--- src/rtl/pipeline_pkg.sv ---
// Shared pipeline definitions.
//   XLEN      : datapath width (32).
//   wb_sel_e  : writeback source select, shared by the EX/MEM register and WB stage.
package pipeline_pkg;

    localparam int unsigned XLEN = 32;

    typedef enum logic [1:0] {
        WB_ALU     = 2'b00,
        WB_LOAD    = 2'b01,
        WB_LINK    = 2'b10,
        WB_INSTRET = 2'b11
    } wb_sel_e;

endpackage : pipeline_pkg

--- src/rtl/wb_counters.sv ---
// Free-running 64-bit performance counters for the writeback stage.
// Ports:
//   i_clk          : clock, rising edge
//   i_reset_n      : asynchronous active-low reset, clears both counters
//   i_retire       : one instruction retires on this edge
//   o_cycle_cnt    : cycles since reset release (wraps)
//   o_instret_cnt  : retired instructions (wraps)
module wb_counters (
    input  logic        i_clk,
    input  logic        i_reset_n,
    input  logic        i_retire,
    output logic [63:0] o_cycle_cnt,
    output logic [63:0] o_instret_cnt
);

    logic [63:0] cycle_q;
    logic [63:0] instret_q;

    always_ff @(posedge i_clk or negedge i_reset_n) begin
        if (!i_reset_n) begin
            cycle_q   <= '0;
            instret_q <= '0;
        end else begin
            cycle_q <= cycle_q + 64'd1;
            if (i_retire) begin
                instret_q <= instret_q + 64'd1;
            end
        end
    end

    assign o_cycle_cnt   = cycle_q;
    assign o_instret_cnt = instret_q;

endmodule : wb_counters

--- src/rtl/wb_stage.sv ---
// Writeback stage: selects the writeback value in the MEM cycle and registers it
// into the WB register that drives the register-file write port.
// Ports:
//   i_clk, i_reset_n              : clock / asynchronous active-low reset
//   i_valid, i_pc                 : MEM-slot instruction valid and PC
//   i_alu_data, i_lsu_data        : ALU result and extended load data
//   i_rd_addr, i_rd_wren          : destination register and write request
//   i_wb_sel                      : writeback source (wb_sel_e encoding)
//   i_stall, i_flush              : hold WB register / load bubble (flush wins)
//   o_rd_addr/o_rd_data/o_rd_wren : regfile write port and forwarding source
//   o_insn_vld, o_pc_debug        : retired-instruction strobe and PC
//   o_cycle_cnt, o_instret_cnt    : 64-bit performance counters
module wb_stage
    import pipeline_pkg::*;
(
    input  logic            i_clk,
    input  logic            i_reset_n,
    input  logic            i_valid,
    input  logic [XLEN-1:0] i_pc,
    input  logic [XLEN-1:0] i_alu_data,
    input  logic [XLEN-1:0] i_lsu_data,
    input  logic [4:0]      i_rd_addr,
    input  logic            i_rd_wren,
    input  logic [1:0]      i_wb_sel,
    input  logic            i_stall,
    input  logic            i_flush,
    output logic [4:0]      o_rd_addr,
    output logic [XLEN-1:0] o_rd_data,
    output logic            o_rd_wren,
    output logic            o_insn_vld,
    output logic [XLEN-1:0] o_pc_debug,
    output logic [63:0]     o_cycle_cnt,
    output logic [63:0]     o_instret_cnt
);

    logic            capture;
    logic            retire;
    logic [XLEN-1:0] sel_data;

    assign capture = !i_stall && !i_flush;
    assign retire  = capture && i_valid;

    // INSTRET reads the counter before this cycle's retire is applied.
    always_comb begin
        sel_data = i_alu_data;
        case (wb_sel_e'(i_wb_sel))
            WB_ALU:     sel_data = i_alu_data;
            WB_LOAD:    sel_data = i_lsu_data;
            WB_LINK:    sel_data = i_pc + 32'd4;
            WB_INSTRET: sel_data = o_instret_cnt[XLEN-1:0];
            default:    sel_data = i_alu_data;
        endcase
    end

    always_ff @(posedge i_clk or negedge i_reset_n) begin
        if (!i_reset_n) begin
            o_rd_addr  <= '0;
            o_rd_data  <= '0;
            o_rd_wren  <= 1'b0;
            o_insn_vld <= 1'b0;
            o_pc_debug <= '0;
        end else if (i_flush) begin
            o_rd_addr  <= '0;
            o_rd_data  <= '0;
            o_rd_wren  <= 1'b0;
            o_insn_vld <= 1'b0;
            o_pc_debug <= '0;
        end else if (!i_stall) begin
            o_rd_addr  <= i_rd_addr;
            o_rd_data  <= sel_data;
            o_rd_wren  <= i_rd_wren && i_valid && (i_rd_addr != 5'd0);
            o_insn_vld <= i_valid;
            o_pc_debug <= i_pc;
        end
    end

    wb_counters u_counters (
        .i_clk         (i_clk),
        .i_reset_n     (i_reset_n),
        .i_retire      (retire),
        .o_cycle_cnt   (o_cycle_cnt),
        .o_instret_cnt (o_instret_cnt)
    );

endmodule : wb_stage

--- config.mk ---
export PLATFORM = sky130hd
export DESIGN_NAME = wb_stage
export DESIGN_NICKNAME = d
export VERILOG_FILES = /design/src/rtl/pipeline_pkg.sv /design/src/rtl/wb_counters.sv /design/src/rtl/wb_stage.sv
export SDC_FILE = /design/constraint.sdc
export NUM_CORES = 1
export LEC_CHECK = 0
export BUFFER_PORTS_ARGS = -buffer_cell sky130_fd_sc_hd__buf_2
export CORE_MARGIN = 1
export CORE_UTILIZATION = 56
export CTS_CLUSTER_SIZE = 25
export DETAILED_ROUTE_END_ITERATION = 8
export GPL_TIMING_DRIVEN = 0
export HOLD_SLACK_MARGIN = 0.12
export PLACE_DENSITY = 0.86
export SYNTH_ARGS = -nofsm -noshare
export SYNTH_HDL_FRONTEND = slang
export SYNTH_HIERARCHICAL = 1
export SYNTH_SLANG_ARGS = --single-unit
--- constraint.sdc ---
create_clock -name i_clk -period 3 [get_ports i_clk]
set_input_delay 0.15 -clock i_clk [delete_from_list [all_inputs] [get_ports i_clk]]
set_output_delay 0.15 -clock i_clk [all_outputs]
set_load 0.01 [all_outputs]
==> results of run 1 <==
-- how the worst max path moves through the flow --
stage | start | to | slack, ns | depth (start not counted)
after floorplan | i_flush | u_counters/o_instret_cnt[59] | 0.62 | 8
after global placement | i_reset_n | u_counters/o_cycle_cnt[26] | -1.41 | 1
after detailed placement | i_flush | u_counters/o_instret_cnt[63] | -0.50 | 9
after CTS | i_flush | u_counters/o_instret_cnt[63] | 0.16 | 9
after global routing | i_flush | u_counters/o_instret_cnt[63] | 0.1 | 9
final | i_flush | u_counters/o_instret_cnt[63] | 0.31 | 9
-- final cells by class --
| class | instances | area, um2 |
|---|---|---|
| tap | 225 | 282 |
| antenna | 2 | 5.00 |
| multi-input combinational | 722 | 4940 |
| clock inverter | 13 | 135 |
| sequential | 199 | 4980 |
| timing repair buffer | 343 | 1950 |
| fill | 1242 | 4510 |
| inverter | 16 | 60.1 |
| clock buffer | 19 | 443 |
| buffer | 43 | 175 |
-- flip-flops by register name (all words and copies together), names as in the netlist --
signal	cells
o_rd_wren	1
u_counters/o_instret_cnt	64
u_counters/o_cycle_cnt	64
o_insn_vld	1
o_rd_data	32
o_pc_debug	32
o_rd_addr	5
-- cell families after synthesis --
family,synth area share
compound gates,0.0480
xor+xnor,0.127
fa+ha+maj,0.00370
buf+inv,0.0232
flops,0.491
mux,0.0898
simple gates,0.217
-- where the power goes --
part           switching [mW]  internal, mW  total, mW
logic                   0.410         0.307      0.717
clock network            1.08          1.19       2.27
registers              0.0886          2.77       2.86
total                    1.58          4.27       5.85
-- timing repair --
| action | CTS | global route |
|---|---|---|
| gates resized for setup | 1 | 2 |
| hold buffers | 40 | 0 |
| hold endpoints to repair | 140 | 0 |
| setup endpoints to repair | 4 | 8 |
| gates cloned | 0 | 0 |
-- stage by stage --
stage	hold WS (ns)	setup TNS, ns
3_5_place_dp	0.213	-9.10
3_3_place_gp	0.394	-282.33
2_1_floorplan	-0.146	0
4_1_cts	0.175	0
6_report	0.184	0
5_1_grt	0.216	0
-- Yosys cell counts, types with 22 or more instances --
cell                         n  area, um2
sky130_fd_sc_hd__clkbuf_1   30        113
sky130_fd_sc_hd__dfrtp_1   199       4980
sky130_fd_sc_hd__mux2i_1    64        641
sky130_fd_sc_hd__nand2_1    86        323
sky130_fd_sc_hd__nand3_1    57        285
sky130_fd_sc_hd__nand4_1    57        357
sky130_fd_sc_hd__nor2_1     80        300
sky130_fd_sc_hd__nor3_1     28        140
sky130_fd_sc_hd__nor4_1     22        138
sky130_fd_sc_hd__o21ai_0    24        120
sky130_fd_sc_hd__xnor2_1    84        736
sky130_fd_sc_hd__xor2_1     63        552
-- routing by layer --
layer  vias to the layer above  share of wire  GRT usage
met5                         -              0          0
li1                       4234              -          -
met2                       554           0.48      0.549
met4                         0          0.041      0.172
met1                      4575           0.39      0.435
met3                        96          0.091     0.0730
-- worst max-delay path, stage by stage --
cell and delay, ns:
sky130_fd_sc_hd__buf_2 0.11, sky130_fd_sc_hd__clkbuf_1 0.25, sky130_fd_sc_hd__nor2_4 0.32, sky130_fd_sc_hd__and2_1 0.37, sky130_fd_sc_hd__nand4_1 0.40, sky130_fd_sc_hd__nor4_2 0.42, sky130_fd_sc_hd__nand3_1 0.43, sky130_fd_sc_hd__nor3_2 0.42
sky130_fd_sc_hd__xor2_1 0.17
==> Flow_metrics.wiki, run 1 <==
{| class="wikitable"
! Metric !! Value
|-
| Post-placement cell area || 12,000 um2
|-
| Terminating pin of the worst hold path || o_rd_data[3]
|-
| Count of nets left with antenna violations after detail routing || 0
|-
| Startpoint of the tightest hold check path || i_alu_data[3]
|-
| Count of synthesis-stage warnings from yosys || 6
|-
| Leakage power summed over all cells || 6.57 nW
|-
| Ys flop type || sky130_fd_sc_hd__dfrtp_1
|-
| Kind of end point of the critical path || flop
|-
| TritonCTS Sinks || 199
|-
| Worst-path maximum fanout || 10
|-
| Most frequent cells in the layout || 311 x sky130_fd_sc_hd__buf_2, 199 x sky130_fd_sc_hd__dfrtp_1, 86 x sky130_fd_sc_hd__nand2_1
|-
| Mean area per synthesized cell || 10.3 um2
|-
| Unrepaired setup endpoints after global routing || no
|-
| Cell Count Post-Placement || 1,508
|-
| Number of antenna violations at the first check in global routing || 2
|-
| TritonCTS clock tree || built
|-
| Largest buffer count on any clock path || 2
|-
| Wirelength per Cell || 19.9 um
|-
| GRT Residual Overflow || 0
|-
| Ports || 308
|-
| Fmax achieved || 0.371 GHz
|-
| Number of global-route vias before repair || 9,052
|-
| DRT iter0 DRCs || 852
|-
| Class of the tightest hold or removal check || input pin to flop
|-
| Setup repair bufs after CTS || 0
|-
| Required time at the worst-slack endpoint || 3.36 ns
|-
| Clk Latency, worst-skew pair || 0.44 ns
|-
| Die Area || 18,600 um2
|-
| Netlist cell types || 43
|-
| Type of element launching the critical path || input pin
|-
| Ratio of final minimum period to clock period || 0.898
|-
| Sum of internal, switching and leakage power || 5.85 mW
|-
| Layout cells sized above 1 || 0.285
|-
| Number of H-tree branching levels || 4
|-
| Final count of pins violating max slew || 0
|-
| Number of synthesized flops with an enable pin || 0
|-
| Clock transition at the registers of the reported paths || 0.07 ns
|-
| Pin count of the biggest net entering global routing || 106
|-
| Data arrival time of the critical path || 3.05 ns
|-
| Max-cap violations || 0
|-
| Synth Cell Area || 10,100 um2
|-
| Total of flip-flops plus latches after synthesis || 199
|-
| Leading cell type in the layout, fill and taps excluded || sky130_fd_sc_hd__buf_2
|-
| IO buf count || 302
|-
| Num CTS Buffers || 17
|-
| Syn Inst Count || 980
|-
| PD cells || 451 nW/um2
|-
| Register area share after synthesis || 0.491
|-
| Total wire length || 31,500 um
|-
| Die extent in y || 137 um
|-
| Maximum vdd drop || 0.405 mV
|-
| R2R depth || 5
|-
| Worst max-slew margin expressed relative to the limit || 0.461
|-
| Placeable Area || 17,500 um2
|-
| Final design instance area without fill || 13,000 um2
|-
| Post-synth ARST share || 1.00
|-
| Worst slew pin tran || 0.802 ns
|-
| Core Rows || 48
|-
| Reg2Reg Launch Point || u_counters/o_instret_cnt[24]
|-
| Clock period minus final worst setup slack || 2.69 ns
|-
| TritonRoute pass-1 iters || 5
|-
| Effective utilization at floorplan || 0.580
|-
| HPWL after detailed placement || 22,600 um
|-
| Post-Route Utilization || 0.742
|-
| # nets final || 1,454
|-
| Post-route worst setup slack || 0.306 ns
|-
| Reg2reg end || u_counters/o_instret_cnt[56]
|-
| Area overhead of the layout relative to synthesis || 27.9%
|-
| Weighted congestion reported at the end of routability-driven placement || 0.926
|-
| Critical path class || input pin to flop
|-
| Vias after detailed routing || 9,459
|-
| Vias per cell || 5.98
|-
| Hold Vio Cnt, Final || 0
|-
| Worst setup skew after layout || 0.00810 ns
|-
| Global-route wire length before repair || 47,700 um
|-
| Cell Count, Final, Fillers Out || 1,582
|-
| Die X-Extent || 137 um
|-
| Global-route total usage across every layer || 0.341
|-
| Nets in the synthesized netlist || 1,092
|-
| Number of failing setup endpoints in the final timing report || 0
|-
| Run status || finished, final reports clean
|-
| Pre-CTS worst setup slack || -0.504 ns
|-
| Root Buffer Master || sky130_fd_sc_hd__clkbuf_16
|-
| Depth of the worst hold-timing path || 4
|-
| Minimum setup slack among reg-to-reg paths || 0.41 ns
|-
| DRC violation count after routing || 0
|}
No activity file was read; power rests on OpenSTA's default activity.
==> run 2: changes to the inputs <==
--- a/config.mk
+++ b/config.mk
@@ -13,6 +13,7 @@
 export GPL_TIMING_DRIVEN = 0
 export HOLD_SLACK_MARGIN = 0.12
 export PLACE_DENSITY = 0.86
+export RECOVER_POWER = 50
 export SYNTH_ARGS = -nofsm -noshare
 export SYNTH_HDL_FRONTEND = slang
 export SYNTH_HIERARCHICAL = 1
==> Flow_metrics.wiki, run 2 (synthesized netlist as in run 1, its figures left out) <==
{| class="wikitable"
! Metric !! Value
|-
| CP startpoint || i_flush
|-
| HPWL after detailed placement || 22,600 um (unchanged)
|-
| Most frequent cells in the layout || 225 x sky130_fd_sc_hd__clkbuf_1, 199 x sky130_fd_sc_hd__dfrtp_1, 119 x sky130_fd_sc_hd__buf_2
|-
| Wirelength per Cell || 19.9 um (about the same)
|-
| Number of H-tree branching levels || 4 (unchanged)
|-
| TritonCTS clock tree || built
|-
| Data arrival time of the critical path || 3.05 ns (about the same)
|-
| Clk Latency, worst-skew pair || 0.44 ns (about the same)
|-
| Hold Vio Cnt, Final || 0 (unchanged)
|-
| Placeable Area || 17,500 um2 (unchanged)
|-
| Internal Power || 4.24 mW (-0.60%)
|-
| DRC violation count after routing || 0 (unchanged)
|-
| Share of total power in sequential cells || 0.491 (+0.002)
|-
| Fmax achieved || 0.371 GHz (-0.14%)
|-
| Critical path class || input pin to flop
|-
| Crit path max-delay cell type || sky130_fd_sc_hd__nand3_1
|-
| Reg2Reg Launch Point || u_counters/o_instret_cnt[25]
|-
| Net switching share of the total power || 0.272 (+0.00167)
|-
| Weighted congestion reported at the end of routability-driven placement || 0.926 (unchanged)
|-
| Number of antenna violations at the first check in global routing || 2 (unchanged)
|-
| PD cells || 458 nW/um2 (+1.6%)
|-
| Layout cells sized above 1 || 0.143 (-0.142)
|-
| Count of nets left with antenna violations after detail routing || 0 (unchanged)
|-
| Die Area || 18,600 um2 (unchanged)
|-
| Family with the most delay on the worst path || simple AND/OR/NAND/NOR gates
|-
| Hold slack || 0.181 ns (-0.00252 ns)
|-
| TritonRoute pass-1 iters || 5 (unchanged)
|-
| Cell Count, Final, Fillers Out || 1,582 (unchanged)
|-
| Pin count of the biggest net entering global routing || 106 (unchanged)
|-
| Largest buffer count on any clock path || 2 (unchanged)
|-
| Number of global-route vias before repair || 9,052 (unchanged)
|-
| Ratio of final minimum period to clock period || 0.899 (+0.00122)
|-
| Global-route wire length before repair || 47,700 um (unchanged)
|-
| Leakage power summed over all cells || 5.78 nW (-12%)
|-
| Cell Count Post-Placement || 1,508 (unchanged)
|-
| Core Rows || 48 (unchanged)
|-
| Maximum vdd drop || 0.406 mV (+0.28%)
|-
| Die extent in y || 137 um (unchanged)
|-
| Worst Path Buf+Inv || 2 (unchanged)
|-
| Max-cap violations || 1 (+1)
|-
| # nets final || 1,454 (unchanged)
|-
| Worst setup skew after layout || 0.00990 ns (+0.00180 ns)
|-
| Total wire length || 31,500 um (about the same)
|-
| Sum of internal, switching and leakage power || 5.83 mW (-0.37%)
|-
| Clock period minus final worst setup slack || 2.70 ns (+0.00367 ns)
|-
| Root Buffer Master || sky130_fd_sc_hd__clkbuf_16
|-
| DRT iter0 DRCs || 899 (+5.5%)
|-
| Kind of end point of the critical path || flop
|-
| Vias per cell || 5.97 (about the same)
|-
| Clock transition at the registers of the reported paths || 0.07 ns (about the same)
|-
| Leading cell type in the layout, fill and taps excluded || sky130_fd_sc_hd__clkbuf_1
|-
| Cell Chain, Critical Path || buf_2 -> clkbuf_1 -> nor2_4 -> and2_1 -> nand4_1 -> nor4_2 -> nand3_1 -> nor3_2 -> xor2_1
|-
| Unrepaired setup endpoints after global routing || no
|-
| Class of the tightest hold or removal check || input pin to flop
|-
| Global-route total usage across every layer || 0.341 (unchanged)
|-
| Area overhead of the layout relative to synthesis || 25.4%
|-
| Worst-path maximum fanout || 10 (unchanged)
|-
| Combinational fraction of design power || 0.118 (-0.005)
|-
| Failing checks || max-capacitance violations, max-slew violations
|-
| Number of failing setup endpoints in the final timing report || 0 (unchanged)
|-
| IO buf count || 302 (unchanged)
|-
| Final count of pins violating max slew || 95 (+95)
|-
| Die X-Extent || 137 um (unchanged)
|-
| Vias after detailed routing || 9,451 (-0.085%)
|-
| Worst max-slew margin expressed relative to the limit || -0.603 (-1.06)
|-
| Startpoint of the tightest hold check path || i_alu_data[3]
|-
| Fill cell count || 1,351 (+8.8%)
|-
| Largest stage delay, worst path || 0.43 ns (about the same)
|-
| Clock power share || 0.390 (about the same)
|-
| Worst slew pin tran || 2.40 ns (+1.60 ns)
|-
| Ports || 308 (unchanged)
|-
| Post-Route Utilization || 0.728 (-0.0143)
|-
| Type of element launching the critical path || input pin
|-
| Required time at the worst-slack endpoint || 3.36 ns (about the same)
|-
| Run status || complete, but fails checks
|-
| Post-route setup TNS || 0 ns (unchanged)
|-
| Net switching power || 1.58 mW (+0.24%)
|-
| TritonCTS Sinks || 199 (unchanged)
|-
| Num CTS Buffers || 17 (unchanged)
|-
| GRT Residual Overflow || 0 (unchanged)
|-
| Effective utilization at floorplan || 0.580 (unchanged)
|-
| Setup repair bufs after CTS || 0 (unchanged)
|}
run 2: cell types whose count changed in the layout (fill, tap and decap cells not counted), sizes merged:
cell	before	now
clkbuf	50	245
buf	315	120
run 2: area by class of cell:
cell class / count / area (um2) / area share
antenna: 2 / 5.00 / 0.000394
buffer: 43 / 173 / 0.0136
clock buffer: 19 / 443 / 0.0348
clock inverter: 13 / 135 / 0.0106
inverter: 16 / 60.1 / 0.00472
multi-input combinational: 722 / 4940 / 0.388
sequential: 199 / 4980 / 0.392
tap: 225 / 282 / 0.0221
timing repair buffer: 343 / 1700 / 0.134
run 2: power by group through the flow:
| stage | clock (mW) | sequential (mW) | combinational [mW] |
|---|---|---|---|
| floorplan | 0 | 2.94 | 0.272 |
| CTS | 2.28 | 2.86 | 0.704 |
| global route | 2.38 | 2.87 | 0.745 |
| global placement | 0 | 2.90 | 0.640 |
| finish | 2.27 | 2.86 | 0.689 |
| detailed placement | 0 | 2.91 | 0.662 |
run 2: through the flow:
step / instance area [um2] / setup slack (ns)
CTS: 12900 / 0.161
finish: 12700 / 0.303
global route: 12700 / 0.0999
detailed placement: 12000 / -0.504
global placement: 11900 / -1.41
floorplan: 10100 / 0.615
run 2: metal layers:
metal,global-route usage,vias up,share of wire
met5,0,-,0
met1,0.435,4574,0.40
li1,-,4226,-
met4,0.172,0,0.043
met2,0.549,553,0.47
met3,0.0730,98,0.085
run 2: tightest hold or removal path, cell delays in order:
cell and delay, ns:
sky130_fd_sc_hd__buf_2 0.07, sky130_fd_sc_hd__mux4_2 0.21, sky130_fd_sc_hd__mux2i_1 0.06, sky130_fd_sc_hd__nor2_1 0.08
run 2: final timing paths:
check                                               end  slack (ns)  depth (start not counted)
setup / recovery           u_counters/o_instret_cnt[63]        0.30                          9
hold / removal                             o_rd_data[3]        0.18                          4
setup reg to reg           u_counters/o_instret_cnt[56]        0.44                          5
hold reg to reg            u_counters/o_instret_cnt[63]        0.47                          1
max in group asynchronous    u_counters/o_cycle_cnt[47]        0.61                          2
min in group asynchronous                  o_rd_data[0]        0.96                          2
run 2: what timing repair did:
item | 4_1_cts | 5_1_grt
hold buffers | 40 | 0
cloned | 0 | 0
endpoints found under the hold margin | 140 | 0
resized for setup | 1 | 2
endpoints found under the setup margin | 4 | 8
==> run 3: changes to the inputs <==
--- a/config.mk
+++ b/config.mk
@@ -8,8 +8,10 @@
 export BUFFER_PORTS_ARGS = -buffer_cell sky130_fd_sc_hd__buf_2
 export CORE_MARGIN = 1
 export CORE_UTILIZATION = 56
+export CTS_BUF_LIST = sky130_fd_sc_hd__clkbuf_16
 export CTS_CLUSTER_SIZE = 25
 export DETAILED_ROUTE_END_ITERATION = 8
+export GPL_ROUTABILITY_DRIVEN = 0
 export GPL_TIMING_DRIVEN = 0
 export HOLD_SLACK_MARGIN = 0.12
 export PLACE_DENSITY = 0.86
==> Flow_metrics.wiki, run 3 (synthesized netlist as in run 1, its figures left out) <==
{| class="wikitable"
! Metric !! Value
|-
| Root Buffer Master || sky130_fd_sc_hd__clkbuf_16
|-
| Largest buffer count on any clock path || 2 (unchanged)
|-
| # nets final || 1,454 (unchanged)
|-
| Unrepaired setup endpoints after global routing || no
|-
| Number of failing setup endpoints in the final timing report || 0 (unchanged)
|-
| R2R depth || 5 (unchanged)
|-
| Leading cell type in the layout, fill and taps excluded || sky130_fd_sc_hd__clkbuf_1
|-
| Placeable Area || 17,500 um2 (unchanged)
|-
| Maximum vdd drop || 0.404 mV (-0.65%)
|-
| Hold slack || 0.184 ns (+0.00294 ns)
|-
| Share of total power in sequential cells || 0.494 (+0.003)
|-
| Pin count of the biggest net entering global routing || 106 (unchanged)
|-
| Number of global-route vias before repair || 9,061 (+0.099%)
|-
| Max-cap violations || 1 (unchanged)
|-
| Kind of end point of the critical path || flop
|-
| Core Rows || 48 (unchanged)
|-
| HPWL after detailed placement || 22,600 um (unchanged)
|-
| Ratio of final minimum period to clock period || 0.886 (-0.0134)
|-
| Die Area || 18,600 um2 (unchanged)
|-
| Area overhead of the layout relative to synthesis || 25.3% (about the same)
|-
| Minimum setup slack among reg-to-reg paths || 0.40 ns (-0.04 ns)
|-
| Setup repair bufs after CTS || 0 (unchanged)
|-
| Clock power share || 0.387 (-0.003)
|-
| Net switching share of the total power || 0.272 (+0.000774)
|-
| TritonCTS clock tree || built
|-
| Clock transition at the registers of the reported paths || 0.07 ns (about the same)
|-
| Worst-path maximum fanout || 10 (unchanged)
|-
| Number of antenna violations at the first check in global routing || 2 (unchanged)
|-
| Final count of pins violating max slew || 95 (unchanged)
|-
| Pre-CTS worst setup slack || -0.504 ns (unchanged)
|-
| Net switching power || 1.58 mW (-0.29%)
|-
| Post-route worst setup slack || 0.343 ns (+0.0401 ns)
|-
| Clock period minus final worst setup slack || 2.66 ns (-0.0401 ns)
|-
| Worst setup skew after layout || 0.00721 ns (-0.00270 ns)
|-
| Run status || complete, but fails checks
|-
| Required time at the worst-slack endpoint || 3.35 ns (about the same)
|-
| DRT iter0 DRCs || 865 (-3.8%)
|-
| Critical path class || input pin to flop
|-
| Depth of the worst hold-timing path || 4 (unchanged)
|-
| DRC violation count after routing || 0 (unchanged)
|-
| Combinational fraction of design power || 0.119 (about the same)
|-
| Die extent in y || 137 um (unchanged)
|-
| TritonCTS Sinks || 199 (unchanged)
|-
| Startpoint of the tightest hold check path || i_alu_data[3]
|-
| Count of nets left with antenna violations after detail routing || 0 (unchanged)
|-
| Reg2Reg Launch Point || u_counters/o_instret_cnt[25]
|-
| Hold Vio Cnt, Final || 0 (unchanged)
|-
| Worst max-slew margin expressed relative to the limit || -0.596 (+0.00673)
|-
| Vias after detailed routing || 9,466 (+0.16%)
|-
| Clk Latency, worst-skew pair || 0.43 ns (about the same)
|-
| TritonRoute pass-1 iters || 7 (+2)
|-
| Layout cells sized above 1 || 0.142 (-0.000738)
|-
| Ports || 308 (unchanged)
|-
| Post-Route Utilization || 0.727 (about the same)
|-
| Worst slew pin tran || 2.39 ns (-0.0101 ns)
|-
| Failing checks || max-capacitance violations, max-slew violations
|-
| Fmax achieved || 0.376 GHz (+1.5%)
|-
| Data arrival time of the critical path || 3.01 ns (-0.04 ns)
|-
| Terminating pin of the worst hold path || o_rd_data[3]
|-
| Leakage power summed over all cells || 5.78 nW (about the same)
|-
| IO buf count || 302 (unchanged)
|-
| Num CTS Buffers || 17 (unchanged)
|-
| Global-route total usage across every layer || 0.340 (-0.000949)
|-
| Wirelength per Cell || 19.8 um (-0.66%)
|-
| GRT Residual Overflow || 0 (unchanged)
|-
| Internal Power || 4.22 mW (-0.68%)
|-
| Global-route wire length before repair || 47,600 um (-0.16%)
|-
| Reg2reg end || u_counters/o_instret_cnt[56]
|-
| PD cells || 456 nW/um2 (-0.50%)
|-
| Total wire length || 31,300 um (-0.66%)
|-
| Effective utilization at floorplan || 0.580 (unchanged)
|-
| Vias per cell || 5.98 (+0.16%)
|-
| Number of H-tree branching levels || 4 (unchanged)
|-
| Type of element launching the critical path || input pin
|-
| Fill cell count || 1,353 (+0.15%)
|-
| Most frequent cells in the layout || 224 x sky130_fd_sc_hd__clkbuf_1, 199 x sky130_fd_sc_hd__dfrtp_1, 119 x sky130_fd_sc_hd__buf_2
|-
| Die X-Extent || 137 um (unchanged)
|-
| Class of the tightest hold or removal check || input pin to flop
|}
==> run 3: cell count changes in the layout (fill, tap and decap cells not counted) <==
cell,before,now
sky130_fd_sc_hd__clkbuf_8,1,0
sky130_fd_sc_hd__clkinv_1,0,1
sky130_fd_sc_hd__clkbuf_1,225,224
sky130_fd_sc_hd__inv_1,16,17
==> run 3: what timing repair did <==
| item | in CTS | in global routing |
|---|---|---|
| endpoints found under the hold margin | 140 | 0 |
| setup endpoints to repair | 4 | 8 |
| hold buffers | 40 | 0 |
| resized for setup | 1 | 2 |
==> run 3: how the worst max path moves through the flow <==
| stage | start | endpoint | slack [ns] | depth (start not counted) |
|---|---|---|---|---|
| floorplan | i_flush | u_counters/o_instret_cnt[59] | 0.62 | 8 |
| global placement | i_reset_n | u_counters/o_cycle_cnt[26] | -1.41 | 1 |
| detailed placement | i_flush | u_counters/o_instret_cnt[63] | -0.50 | 9 |
| CTS | i_flush | u_counters/o_instret_cnt[63] | 0.16 | 9 |
| global route | i_flush | u_counters/o_instret_cnt[63] | 0.07 | 9 |
| finish | i_flush | u_counters/o_instret_cnt[56] | 0.34 | 10 |
==> run 3: power groups by stage <==
stage	logic [mW]	clock network [mW]	registers, mW
global placement	0.640	0	2.90
floorplan	0.272	0	2.94
global route	0.746	2.35	2.87
detailed placement	0.662	0	2.91
CTS	0.704	2.25	2.86
finish	0.688	2.24	2.86
==> run 3: worst max-delay path, cell delays in order <==
cell and delay (ns):
sky130_fd_sc_hd__buf_2 0.10, sky130_fd_sc_hd__clkbuf_1 0.25, sky130_fd_sc_hd__nor2_4 0.32, sky130_fd_sc_hd__and2_1 0.37, sky130_fd_sc_hd__and4_1 0.30, sky130_fd_sc_hd__and4_1 0.23, sky130_fd_sc_hd__clkbuf_1 0.28, sky130_fd_sc_hd__nand4_1 0.32
sky130_fd_sc_hd__nor4_1 0.48, sky130_fd_sc_hd__xor2_1 0.20
==> run 3: metal layers <==
metal	track usage	part of all wire
met5	0	0
met3	0.0733	0.086
met1	0.433	0.39
met2	0.547	0.47
met4	0.173	0.046
==> run 3: final cells by class <==
cell class	count	area, um2	share of cell area
Sequential cell	199	4980	0.392
Tap cell	225	282	0.0222
Timing Repair Buffer	343	1700	0.134
Multi-Input combinational cell	722	4940	0.389
Inverter	16	60.1	0.00473
Clock buffer	17	425	0.0335
Clock inverter	15	143	0.0112
Buffer	43	173	0.0136
Antenna cell	2	5.00	0.000394
==> run 3: stage by stage <==
| stage | area [um2] | std cells | setup TNS [ns] | total power [mW] |
|---|---|---|---|---|
| CTS | 12900 | 1580 | 0 | 5.81 |
| global route | 12700 | 1581 | 0 | 5.96 |
| detailed placement | 12000 | 1508 | -9.10 | 3.57 |
| global placement | 11900 | 1507 | -282.33 | 3.54 |
| finish | 12700 | 1582 | 0 | 5.79 |
| floorplan | 10100 | 980 | 0 | 3.21 |
